[src/rtl/yutorina_rst_seq.sv]
// DCM reset / lock sequencer: pulses DCM reset, qualifies LOCKED, then releases chip reset.
// Latency: LOCKED is seen 2 cycles after it changes (2-flop synchroniser); all outputs are registered.
// No flow control: free-running FSM, retries a bounded number of times, then latches lock_err.
module yutorina_rst_seq #(
  parameter int DCM_RST_CYCLES = 4,
  parameter int LOCK_TIMEOUT   = 1024,
  parameter int STABLE_CYCLES  = 16,
  parameter int MAX_RETRY      = 3,
  parameter int CNT_W          = 16
) (
  input  logic       clk,
  input  logic       reset,
  input  logic       locked,
  output logic       dcm_rst,
  output logic       chip_rst,
  output logic       lock_err,
  output logic [1:0] retry_cnt,
  output logic [2:0] state
);

  localparam logic [2:0] S_DCM_RST   = 3'd0;
  localparam logic [2:0] S_WAIT_LOCK = 3'd1;
  localparam logic [2:0] S_STABLE    = 3'd2;
  localparam logic [2:0] S_RUN       = 3'd3;
  localparam logic [2:0] S_FAIL      = 3'd4;

  localparam logic [CNT_W-1:0] DCM_LAST     = CNT_W'(DCM_RST_CYCLES - 1);
  localparam logic [CNT_W-1:0] TIMEOUT_LAST = CNT_W'(LOCK_TIMEOUT - 1);
  localparam logic [CNT_W-1:0] STABLE_LAST  = CNT_W'(STABLE_CYCLES - 1);

  logic             sync1;
  logic             locked_s;
  logic [CNT_W-1:0] cnt;
  logic [CNT_W-1:0] cnt_nxt;
  logic [2:0]       state_nxt;
  logic [1:0]       retry_nxt;

  // Two-flop synchroniser for the DCM LOCKED output (asynchronous to clk).
  always_ff @(posedge clk or posedge reset) begin
    if (reset) begin
      sync1    <= 1'b0;
      locked_s <= 1'b0;
    end else begin
      sync1    <= locked;
      locked_s <= sync1;
    end
  end

  // Next-state, counter and retry bookkeeping for the lock sequence.
  always_comb begin
    state_nxt = state;
    cnt_nxt   = cnt;
    retry_nxt = retry_cnt;
    case (state)
      S_DCM_RST: begin
        if (cnt == DCM_LAST) begin
          state_nxt = S_WAIT_LOCK;
          cnt_nxt   = '0;
        end else begin
          cnt_nxt = cnt + 1'b1;
        end
      end
      S_WAIT_LOCK: begin
        // A lock seen on the timeout cycle still wins.
        if (locked_s) begin
          state_nxt = S_STABLE;
          cnt_nxt   = '0;
        end else if (cnt == TIMEOUT_LAST) begin
          cnt_nxt = '0;
          if (32'(retry_cnt) < MAX_RETRY) begin
            retry_nxt = retry_cnt + 2'd1;
            state_nxt = S_DCM_RST;
          end else begin
            state_nxt = S_FAIL;
          end
        end else begin
          cnt_nxt = cnt + 1'b1;
        end
      end
      S_STABLE: begin
        // Any captured drop restarts qualification with a fresh timeout.
        if (!locked_s) begin
          state_nxt = S_WAIT_LOCK;
          cnt_nxt   = '0;
        end else if (cnt == STABLE_LAST) begin
          state_nxt = S_RUN;
          cnt_nxt   = '0;
          retry_nxt = 2'd0;
        end else begin
          cnt_nxt = cnt + 1'b1;
        end
      end
      S_RUN: begin
        if (!locked_s) begin
          state_nxt = S_DCM_RST;
          cnt_nxt   = '0;
        end
      end
      S_FAIL: begin
        // Terminal until reset; LOCKED is ignored here.
        state_nxt = S_FAIL;
      end
      default: begin
        state_nxt = S_DCM_RST;
        cnt_nxt   = '0;
      end
    endcase
  end

  // State and registered outputs; outputs are decoded from the next state so they move with state.
  always_ff @(posedge clk or posedge reset) begin
    if (reset) begin
      state     <= S_DCM_RST;
      cnt       <= '0;
      retry_cnt <= 2'd0;
      dcm_rst   <= 1'b1;
      chip_rst  <= 1'b1;
      lock_err  <= 1'b0;
    end else begin
      state     <= state_nxt;
      cnt       <= cnt_nxt;
      retry_cnt <= retry_nxt;
      dcm_rst   <= (state_nxt == S_DCM_RST);
      chip_rst  <= (state_nxt != S_RUN);
      lock_err  <= (state_nxt == S_FAIL);
    end
  end

endmodule
[config.mk]
export PLATFORM = sky130hd
export DESIGN_NAME = yutorina_rst_seq
export DESIGN_NICKNAME = d
export VERILOG_FILES = /design/src/rtl/yutorina_rst_seq.sv
export SDC_FILE = /design/constraint.sdc
export NUM_CORES = 1
export LEC_CHECK = 0
export BUFFER_PORTS_ARGS = -buffer_cell sky130_fd_sc_hd__buf_2
export CORE_MARGIN = 4
export CORE_UTILIZATION = 52
export DETAILED_ROUTE_END_ITERATION = 8
export PLACE_DENSITY = 0.73
export SETUP_SLACK_MARGIN = 0.05
export SLEW_MARGIN = 10
export SYNTH_ARGS = -nofsm -noshare
export SYNTH_HDL_FRONTEND = slang
export SYNTH_SLANG_ARGS = --single-unit
[constraint.sdc]
create_clock -name clk -period 1.8 [get_ports clk]
set_input_delay 0.18 -clock clk [delete_from_list [all_inputs] [get_ports clk]]
set_output_delay 0.18 -clock clk [all_outputs]
set_load 0.05 [all_outputs]
Word-level counts from Yosys, hierarchy flattened
Cells that the tools add are included.

storage, ports and cells
  bits in registers = 26
  latch bits = 0
  memory bits (writable) = 0
  ROM bits = 0
  bits of input ports = 3
  output and inout bits = 8
  logic and storage cells = 53
  memories kept = 0

operators by class
  add/subtract/negate cells = 2
  multipliers = 0
  div/mod/pow operators = 0
  magnitude comparators = 1
  eq/ne operators = 15
  shifts and indexed selects = 0
  muxes and demuxes = 21
  bitwise operators = 1
  reductions and logical operators = 5

operator list
  kind                     count
  $mux W16                 6
  $pmux W16 S5             1
  $mux W3                  7
  $add A16 B1 Y16 const B  1
  $eq A16 B10 Y1 const B   1
  $eq A16 B2 Y1 const B    1
  $eq A16 B4 Y1 const B    1
  $pmux W3 S5              1
  $ne A2 B2 Y1 const B     6
  $mux W2                  5
  $eq A3 B2 Y1 const B     2
  $eq A3 B3 Y1 const B     2
  $logic_not A3 Y1         2
  $reduce_and A6 Y1        1
  $pmux W2 S2              1
  $eq A3 B1 Y1 const B     1
  $ne A3 B2 Y1 const B     1
  $add A2 B1 Y2 const B    1
  $lt A2 B2 Y1 const B     1
  $reduce_and A2 Y1        1
  $reduce_bool A2 Y1       1
  $not A1 Y1               1

Depth between registers and ports, before layout
  word-level depth = 6
  depth in mapped cells = 6
  depth with buffers taken out = 6

Worst setup path before layout
No wires, ideal clock.

  path kind = register to register
  start point = reg state[2]
  end point = reg cnt[10]
  library setup time = 0.137 ns
  data arrival time = 1.899 ns
  data required time = 1.663 ns
  path slack = -0.237 ns
  cell stages (with the launch flop) = 6
  buffers on the path = 1
  period minus slack after synthesis = 2.037 ns
  path through = dfrtp_1 and4b_2 or2_2 clkbuf_1 nor3_2 nor2_1

between the ends
  cells in the longest elaborated chain, start to end = 3
  elaborated cells on any way between the ends = 9
  classes of those cells = eq/ne: 5; mux: 1; bitwise: 1; reduce/logical: 2

ends and longest elaborated chain
  what                                                                line  text
  start, declared                                                     18    output logic [2:0] state
  start signal, assigned                                              120   state <= state_nxt;
  $eq A3 B2 Y1 / $eq A3 B3 Y1 (equally long branches)                 54    case (state)
  $ne A2 B2 Y1 (no source line) / $not A1 Y1 (equally long branches)  n/a
  $reduce_and A2 Y1 (no source line)                                  n/a
  end signal, assigned                                                121   cnt <= cnt_nxt;
  end, declared                                                       33    logic [CNT_W-1:0] cnt;

Parallel ways exist; a longest one is shown, timed or not.
A chain may end at the register's enable or synchronous reset.

Worst setup path in the final report
  start point = reg cnt[12]
  end point = reg dcm_rst

between the ends
  cells in the longest elaborated chain, start to end = 5
  elaborated cells on any way between the ends = 10
  classes of those cells = eq/ne: 3; mux: 6; reduce/logical: 1

ends and longest elaborated chain
  what                                                    line    text
  $eq A16 B4 Y1 / $eq A16 B10 Y1 (equally long branches)  85, 68
  $mux W3, on equally long branches                       85, 68
  $mux W3, on equally long branches                       82, 65
  $pmux W3 S5 *                                           54
  net state_nxt[0]                                        35      logic [2:0] state_nxt;
  $logic_not A3 Y1 *                                      123     dcm_rst <= (state_nxt == S_DCM_RST);
  end signal, assigned                                    123
  end, declared                                           14      output logic dcm_rst,

The timed path passes the listed nets; every way through them passes the cells marked *.

==> reports/metrics.cfg <==
[run_status]
status = finished, violations left
violations = setup timing

[worst_setup_path]
critPathSlowestCell = or4_4
setup.worst_path.start = cnt[12]
r2r-start = cnt[12]
worstPathRequired_ns = 2.05
worstPathMaxFanout = 3
worst_path_largest_cell_delay_ns = 0.53
critPathTopFamily = simple AND/OR/NAND/NOR gates
cp.buffers_inverters = 0
crit_chain = nor4_4, and3_4, a21boi_4, or4_4, nor3_2
crit_arrival_ns = 2.10
startpoint_type = register
crit_type = reg2reg
end_kind = register

[placement]
place_congestion = 0.888
placed_cell_area_um2 = 1590
place_hpwl_mm = 2.17
io_buffers = 10

[global_routing]
grt_pass1_wl_mm = 5.21
grt_usage_pct = 19.3
grt_pass1_vias = 1203
antenna_found_initial = 0
overflow = 0
grt_max_degree = 27

[pwr]
powerDensity_nw_per_um2 = 1170
ir_drop_uv = 918
leakagePower_uw = 0.000818

[clock_network]
cts_root_buffer = clkbuf_4
cts.sinks = 26
htreeDepth = 1
cts_tree = done
worstSkewPairLatency_ns = 0.32
cts_made_buffers = 3
cts.path.max_buffers = 2
cts.reportedPaths.clkPinSlew_ns = 0.13

[detailed_routing]
first_iter_violations = 50
dr.pass1.iters = 4
routed_wl_mm = 3.05
wl_per_cell_um = 15.0
drc = 0
ant_nets = 0
num_vias = 1175
vias_per_cell = 5.79

[synth]
ys_ff_latch = 26
ys_warn_count = 0
synth-async-reset-ratio_pct = 100
synth_ff_type = dfrtp_1
syn_avg_cell_area_um2 = 9.94
yosysUniqueCellTypes = 42
synth_nets = 147
synth_edf_count = 0
syn_area_um2 = 1410
syn_inst = 142
seq_area_frac_synth_pct = 46.3

[timing]
clock.fmax_ghz = 0.542
slew_headroom_pct = 67.9
drv_slew = 0
setup_viol = 2
fin_skew_ns = 0.00640
layout_setup_ws_ns = -0.0463
worstMarginPinSlew_ns = 0.480
period_minus_slack_ns = 1.85
rsz0062_at_grt = yes
period_share_pct = 103
finalHoldViolCount = 0
whs_ns = 0.366

[floorplan]
core.rowCount = 18
die_area_um2 = 3610
core_um2 = 2520
io_pins = 11
die_height_um = 60.1
die_x_um = 60.1
start_util_pct = 56.0

[final_layout]
final_cell_mix = nor2_1, dfrtp_1, buf_4, nand2_1, buf_2
drive_above_1_share_pct = 37.6
area_growth_pct = 22.9
final_core_util_pct = 68.8
diodes = 0
final_area_um2 = 1730
finalNetCount = 179

[flow_run]
maxCapViolations = 0

[min_path]
hold_path.class = reg2reg
hp-start = sync1

==> synthesized netlist by cell type (all sizes together) (2+ instances only) <==
| master | n | area share (%) |
|---|---|---|
| a21boi | 2 | 1.9 |
| nor3b | 4 | 2.1 |
| mux2 | 2 | 1.6 |
| inv | 4 | 1.1 |
| nand3 | 8 | 3.2 |
| nand2 | 11 | 3.5 |
| dfstp | 2 | 3.7 |
| nor4 | 5 | 3.3 |
| ha | 2 | 1.8 |
| nand2b | 2 | 0.89 |
| a21oi | 2 | 0.71 |
| and2b | 2 | 1.2 |
| dfrtp | 24 | 43 |
| o22ai | 4 | 1.8 |
| o21ai | 5 | 1.8 |
| nor3 | 8 | 4.3 |
| nand4 | 5 | 2.2 |
| xor2 | 8 | 5.0 |
| nor2b | 2 | 0.89 |
| nor2 | 20 | 5.3 |
| and2 | 2 | 0.89 |
| and3 | 5 | 2.6 |
| or2 | 2 | 0.89 |
==> cell type report <==
cell class	instances	area (µm²)
fill	180	788
multi-input combinational	110	785
sequential	26	659
timing repair buffer	29	201
tap	30	37.5
clock buffer	4	36.3
inverter	4	15.0
==> worst register-to-register path: stages (launching register included) <==
cell and delay, ns:
dfrtp_1 0.43, nor4_4 0.32, and3_4 0.25, a21boi_4 0.06, or4_4 0.53, nor3_2 0.19
==> flip-flops by register name, indices dropped and copies added, names as in the netlist <==
| name | cells |
|---|---|
| state | 3 |
| locked_s | 1 |
| sync1 | 1 |
| retry_cnt | 2 |
| lock_err | 1 |
| dcm_rst | 1 |
| chip_rst | 1 |
| cnt | 16 |
==> logic make-up after synthesis <==
| kind of cell | Yosys count | share of synthesized area, % |
|---|---|---|
| flip-flops | 26 | 46.3 |
| AO/OA/AOI/OAI | 15 | 7.27 |
| adder cells (fa/ha/maj) | 2 | 1.77 |
| XOR/XNOR | 9 | 5.59 |
| buffers and inverters | 6 | 2.13 |
| multiplexers | 2 | 1.60 |
| AND/OR/NAND/NOR | 82 | 35.4 |
==> final timing paths <==
check	end	slack [ns]	cells after the start
hold / removal	locked_s	0.37	0
max in group asynchronous	chip_rst	1.06	4
min in group asynchronous	cnt[8]	0.44	4
setup reg to reg	dcm_rst	-0.05	5
hold reg to reg	locked_s	0.37	0
setup / recovery	dcm_rst	-0.05	5
==> report_power, final <==
part	switching (µW)	internal [µW]	total (µW)
logic	537	384	921
registers	113	691	805
clock network	171	124	295
total	822	1200	2020
==> per-layer routing <==
metal	GRT usage (%)	share of wire, %
met5	0	0
met4	8.23	0.98
met3	1.94	2.2
met2	32.7	49
met1	24.7	47
==> what timing repair did <==
action	in CTS	in global routing
pin swaps	3	5
gates resized for setup	3	8
hold endpoints to repair	25	0
setup buffers	5	3
setup endpoints to repair	15	21
hold buffers	2	0
==> stage by stage <==
step,TNS (ns),std cells,total power (µW),setup slack [ns]
CTS,-0.177,200,1990,-0.0583
floorplan,0,142,1410,0.0109
detailed placement,-0.248,189,1620,-0.0458
global placement,-0.0164,189,1590,-0.00997
finish,-0.0466,203,2020,-0.0463
global route,-1.47,203,2140,-0.112
No activity file was read; power rests on OpenSTA's default activity.
